File: src/rtl/alu_share_arbiter.sv
// Round-robin arbiter sharing one registered AND/OR/XOR/ADD unit between two requesters.
// One operation in flight at a time, sequenced IDLE -> EXEC (LAT cycles) -> RESP.
module alu_share_arbiter #(
   parameter int WIDTH = 8,
   parameter int LAT   = 1
) (
   input  logic             clk,
   input  logic             rst,
   input  logic             req0_valid,
   output logic             req0_ready,
   input  logic [1:0]       req0_op,
   input  logic [WIDTH-1:0] req0_a,
   input  logic [WIDTH-1:0] req0_b,
   input  logic             req1_valid,
   output logic             req1_ready,
   input  logic [1:0]       req1_op,
   input  logic [WIDTH-1:0] req1_a,
   input  logic [WIDTH-1:0] req1_b,
   output logic             rsp_valid,
   input  logic             rsp_ready,
   output logic             rsp_id,
   output logic [WIDTH-1:0] rsp_data,
   output logic             rsp_carry,
   output logic             busy
);

   typedef enum logic [1:0] {IDLE, EXEC, RESP} state_t;
   typedef enum logic [1:0] {OP_AND, OP_OR, OP_XOR, OP_ADD} op_t;

   localparam logic [3:0] CNT_LOAD = 4'(LAT - 1);

   state_t           state, state_next;
   op_t              op_code;
   logic [WIDTH-1:0] op_a, op_b;
   logic [3:0]       cnt;
   logic             last_grant;
   logic             exec_done;
   logic [WIDTH:0]   sum;
   logic [WIDTH-1:0] result;
   logic             carry;

   // NOTE: sequential state uses non-blocking assignments so every register samples pre-edge values.
   always_ff @(posedge clk) begin
      if (rst) state <= IDLE;
      else     state <= state_next;
   end

   // NOTE: every output of this block gets a default first, so no path can infer a latch.
   always_comb begin
      state_next = state;
      req0_ready = 1'b0;
      req1_ready = 1'b0;
      exec_done  = 1'b0;
      case (state)
         IDLE: begin
            // The requester that did not win last time takes a tie.
            req0_ready = req0_valid && (!req1_valid || last_grant);
            req1_ready = req1_valid && (!req0_valid || !last_grant);
            if (req0_ready || req1_ready) state_next = EXEC;
         end
         EXEC: begin
            if (cnt == 4'd0) begin
               exec_done  = 1'b1;
               state_next = RESP;
            end
         end
         RESP: begin
            if (rsp_ready) state_next = IDLE;
         end
         default: state_next = IDLE;
      endcase
   end

   assign sum = {1'b0, op_a} + {1'b0, op_b};

   always_comb begin
      result = '0;
      carry  = 1'b0;
      case (op_code)
         OP_AND: result = op_a & op_b;
         OP_OR:  result = op_a | op_b;
         OP_XOR: result = op_a ^ op_b;
         OP_ADD: {carry, result} = sum;
         default: result = '0;
      endcase
   end

   // NOTE: operand and response registers are reset too, since their reset values are architecturally visible.
   always_ff @(posedge clk) begin
      if (rst) begin
         last_grant <= 1'b1;
         cnt        <= 4'd0;
         op_code    <= OP_AND;
         op_a       <= '0;
         op_b       <= '0;
         rsp_valid  <= 1'b0;
         rsp_id     <= 1'b0;
         rsp_data   <= '0;
         rsp_carry  <= 1'b0;
      end else begin
         if (req0_ready || req1_ready) begin
            op_code    <= req1_ready ? op_t'(req1_op) : op_t'(req0_op);
            op_a       <= req1_ready ? req1_a : req0_a;
            op_b       <= req1_ready ? req1_b : req0_b;
            rsp_id     <= req1_ready;
            last_grant <= req1_ready;
            cnt        <= CNT_LOAD;
         end
         if (state == EXEC && cnt != 4'd0) cnt <= cnt - 4'd1;
         if (exec_done) begin
            rsp_data  <= result;
            rsp_carry <= carry;
            rsp_valid <= 1'b1;
         end
         if (state == RESP && rsp_ready) rsp_valid <= 1'b0;
      end
   end

   assign busy = (state != IDLE);

endmodule

File: config.mk
export PLATFORM = sky130hd
export DESIGN_NAME = alu_share_arbiter
export DESIGN_NICKNAME = d
export VERILOG_FILES = /design/src/rtl/alu_share_arbiter.sv
export SDC_FILE = /design/constraint.sdc
export NUM_CORES = 1
export LEC_CHECK = 0
export CORE_ASPECT_RATIO = 1.1
export CORE_MARGIN = 8
export CORE_UTILIZATION = 40
export DETAILED_ROUTE_END_ITERATION = 8
export GPL_TIMING_DRIVEN = 0
export PLACE_DENSITY = 0.67
export SLEW_MARGIN = 10
export SYNTH_ARGS = -nofsm -noshare
export SYNTH_HDL_FRONTEND = slang
export SYNTH_SLANG_ARGS = --single-unit
File: constraint.sdc
create_clock -name clk -period 2 [get_ports clk]
set_input_delay 0.4 -clock clk [delete_from_list [all_inputs] [get_ports clk]]
set_output_delay 0.4 -clock clk [all_outputs]
set_load 0.03 [all_outputs]
After elaboration in Yosys (flattened, before gate mapping)
Cells that the tools add are included.
- add/sub/neg operators: 2
- eq/ne operators: 8
- muxes and demuxes: 15
- bitwise operators: 3
- reductions and logical operators: 19
- operators by type and width (cell ; count):
    one-hot mux 8 bit (4 select lines) ; 1
    2-to-1 mux 8 bit ; 2
    adder 8 x 8 -> 9 bit ; 1
    bitwise AND 8 bit ; 1
    2-to-1 mux 2 bit ; 4
    2-to-1 mux 4 bit ; 2
    OR 8 bit ; 1
    XOR 8 bit ; 1
    == test 2 bit (second input constant) ; 3
    != test 2 bit (second input constant) ; 3
    one-hot mux 2 bit (3 select lines) ; 1
    2-to-1 mux 1 bit ; 5
    == test 2 x 1 -> 1 bit (second input constant) ; 2
    logical AND 1 bit ; 4
    logical NOT 2 bit ; 2
    logical NOT 4 bit ; 1
    logical OR 1 bit ; 4
    nonzero test 2 bit ; 2
    nonzero test 4 bit ; 1
    subtractor 4 x 1 -> 4 bit (second input constant) ; 1
    logical NOT 1 bit ; 3
    AND reduction 3 bit ; 1
    OR reduction 2 bit ; 1
- register bits after elaboration: 36
- input bits: 41
- output and inout bits: 14
- logic and storage cells: 57

Depth between registers and ports, before layout
- word-level depth: 7
- depth in mapped cells: 8
- depth with buffers taken out: 8

Least setup slack after synthesis
Ideal clock, no wire load.
- path kind: reg2reg
- start point: reg op_a[0]
- end point: reg rsp_data[6]
- setup time: 0.074 ns
- data arrival time: 1.777 ns
- required time: 1.926 ns
- path slack: 0.149 ns
- stages on the path, launching flop included: 9
- buffers on the path: 0
- period minus slack after synthesis: 1.851 ns
- cells stage by stage: dfxtp_1 -> ha_1 -> inv_1 -> fa_1 -> nand3b_1 -> nand2_1 -> a31oi_1 -> or3_1 -> a31oi_1
- word-level cells in the longest chain between the ends: 2
- ends and longest elaborated chain (item ; line ; text):
    start: declaration ; 34 ; logic [WIDTH-1:0] op_a, op_b;
    start signal: assignment ; 103 ; op_a <= req1_ready ? req1_a : req0_a;
    adder 8 x 8 -> 9 bit ; 74 ; assign sum = {1'b0, op_a} + {1'b0, op_b};
    one-hot mux 8 bit (4 select lines) ; 79 ; case (op_code)
    end signal: assignment ; 111 ; rsp_data <= result;
    end: declaration ; 22 ; output logic [WIDTH-1:0] rsp_data,
No other way between the ends.
A chain may end at the register's enable or synchronous reset.

Final worst setup path
Same ends and word-level chain as after synthesis.

==> impl_results.md <==
* Status: finished clean
* Worst slack, placed at -0.485 ns
* Worst-margin pin slew at 0.550 ns
* Ys flop type: dfxtp_1
* Die ar. at 8280 um2
* Setup CP Type: flop to flop
* Die H at about 95 um
* Drt total wl at 5.75 mm
* Slew Limit Fails at 0
* Synth area leaders: dfxtp_1 (32%), ha_1 (9.5%), nand2_1 (8.4%)
* CP Capture Type: flop
* CTS tree: built
* Syn nets at 335
* CTS buffer count at 5
* Peak VDD IR at between 0.0003 and 0.0004 V
* Initial antenna violation count at 0
* Final core occ at 0.555
* #FFs+latches synth at 36
* Asr flop ratio synth at 0
* Post-synth EDFFs at 0
* Ant. Diodes at 0
* Leakage at 1.20 nW
* Drc violations at 0
* Total core area at 5400 um2
* Power density cells at 727 nW/um2
* Area Overhead vs Synth at 33.4%
* Cell variety after synth at 47
* Flip-flop and latch area at 723 um2
* Slew HR at 0.633
* Vias in the first global route at 2125
* Remaining antenna violation count at 0
* Fin crit share at 0.966
* Layout Nets at roughly 400
* Vias/cell at 5.02
* Layout cell share with drive strength beyond 1 at 0.133
* Setup violators final at 0
* Yosys warns at 0
* Endpoints failing hold at 0
* Hold Buf Count CTS at 0
* Routed wire per std cell at 13.9 um
* Crit path launch type: flop
* Final Critical Period at between 1.5 and 2 ns
* Hold Slack at 0.342 ns
* I/O pin total at 55
* GRT overflow at 0
* Post-synth top area share at 0.321
* Seq/Total Area, Yosys at 0.321
* Global routing usage on met1 at 0.171
* Count leader, synth: nand2_1
* Latest clock arrival within the worst-skew pair at 0.29 ns
* Syn avg cell area at around 8.1 um2
* # rows at 28
* Power Total at ~2.2 mW
* H-tree levels at 2
* Placed Cells at 404
* PortBufs at 53
* WP data required at 2.22 ns
* Final estimated routing congestion in global placement at ~0.85
* Maxcap violations at 0
* RSZ-0062 raised after global routing: no
* CTS sink cnt at 36
* Highest Clock Rate at 518 MHz
* Most frequent cells after synthesis: nand2_1 (50), dfxtp_1 (36), nor2_1 (32), inv_1 (26), a311oi_1 (18)
* Synth Instances at about 280
* Layer carrying the most global-route usage: met2
* Drt pass-1 iters at 4
* Starting Density at 0.417
* Area leader, netlist: dfxtp_1
* Clock Skews at a little under 0.006 ns
* Critical path data arrival time at ~2.2 ns
* Fin cells at 413
* Worst Slack Setup Final at about 0.068 ns
* Via Count at 2072
* Fill count at 548
* DR iter-0 viols at 92
* Cell area after synthesis at 2250 um2
* Die Wd at 87.5 um
* GR Util met2 at 0.248
* Global Route Usage Sum at 0.145
* Largest fanout on the critical path at 3
* Maximum clock insertion buffer count at 2
* First-pass GRT wire length at ~9.6 mm
* Hold Crit Class: input port to flop
* Area taken by multi-input logic gates at 1320 um2
* M3 GR Usage at 0.0313
* DP HPWL at 4.47 mm
* Largest net degree at the start of global routing at 11
* Reg clk slew, reported paths at 0.07 ns
* Root buf cell: clkbuf_8
## final timing paths
check                      startpoint                  endpoint  slack (ns)  cells after the start
max              op_a[0]$_SDFFE_PP0P_  rsp_data[6]$_SDFFE_PP0P_        0.07                      8
max reg2reg      op_a[0]$_SDFFE_PP0P_  rsp_data[6]$_SDFFE_PP0P_        0.07                      8
min                               rst      op_b[0]$_SDFFE_PP0P_        0.34                      2
min reg2reg  rsp_data[3]$_SDFFE_PP0P_  rsp_data[3]$_SDFFE_PP0P_        0.45                      2
## cells by family after synthesis
logic type / after synthesis / synth area share
and+or+nand+nor: 106 / 0.212
AOI/OAI and AO/OA: 65 / 0.226
buffers and inverters: 42 / 0.0991
DFF: 36 / 0.321
adders and majority gates: 18 / 0.104
muxes: 5 / 0.0228
xor gates and xnor gates: 4 / 0.0156
## per-layer routing
| metal | routed length (um) | share of wire |
|---|---|---|
| met2 | 2740 | 0.48 |
| met1 | 2620 | 0.46 |
| met4 | 99 | 0.017 |
| met3 | 284 | 0.049 |
| met5 | 0 | 0 |
## sequential cells by signal, indices dropped and copies added (netlist names)
name,flops
state,2
rsp_data,8
rsp_valid,1
op_b,8
last_grant,1
op_code,2
op_a,8
rsp_carry,1
cnt,4
rsp_id,1
## metrics by stage
stage,cell area [um2],TNS [ns]
after floorplan,2250,0
after global placement,2870,-0.726
after detailed placement,2870,-0.781
after CTS,2970,0
after global routing,3000,0
final,3000,0
## what timing repair did
action / CTS / global route
pin swaps: 0 / 1
setup endpoints to repair: 5 / 7
gates resized for setup: 11 / 8
buffers inserted: 0 / 2
cloned: 0 / 0
## final cells by class
class | count | share of cell area
timing repair buffer | 55 | 0.179
inverter | 27 | 0.0338
tap | 75 | 0.0313
multi-input combinational | 198 | 0.441
buffer | 15 | 0.0413
sequential | 36 | 0.241
clock buffer | 7 | 0.0322
## report_power, final
group          internal, mW  switching [mW]
combinational         0.344           0.418
sequential            0.794          0.0643
clock                 0.307           0.251
total                  1.44           0.733
## worst max-delay path, cell delays in order, from the launching register on
cell,delay (ns)
dfxtp_2,0.35
ha_2,0.21
inv_1,0.06
fa_2,0.36
nand3b_1,0.18
nand2_2,0.10
a31oi_1,0.12
or3_1,0.33
a31oi_1,0.16
## placed cells by master, fill, tap and decap left out, types with 2 or more instances in the layout
cell              n
xnor2_1           2
buf_6             2
nand2_1          49
o21ai_0           6
nor4_1            2
clkdlybuf4s50_1  50
clkbuf_1          2
a211oi_1          4
buf_4             8
xor2_1            2
nor2_1           32
inv_1            26
a311oi_1         18
ha_1             16
a21oi_1          14
nor3_1            2
dfxtp_2           2
nor2_4            2
a21oi_2           2
mux2i_1           4
dfxtp_1          34
clkbuf_8         10
nand2b_1          2
buf_2             3
or3_1             2
nand3_1           8
o211ai_1          3
a31oi_1           6
(Power assumes the default switching activity.)
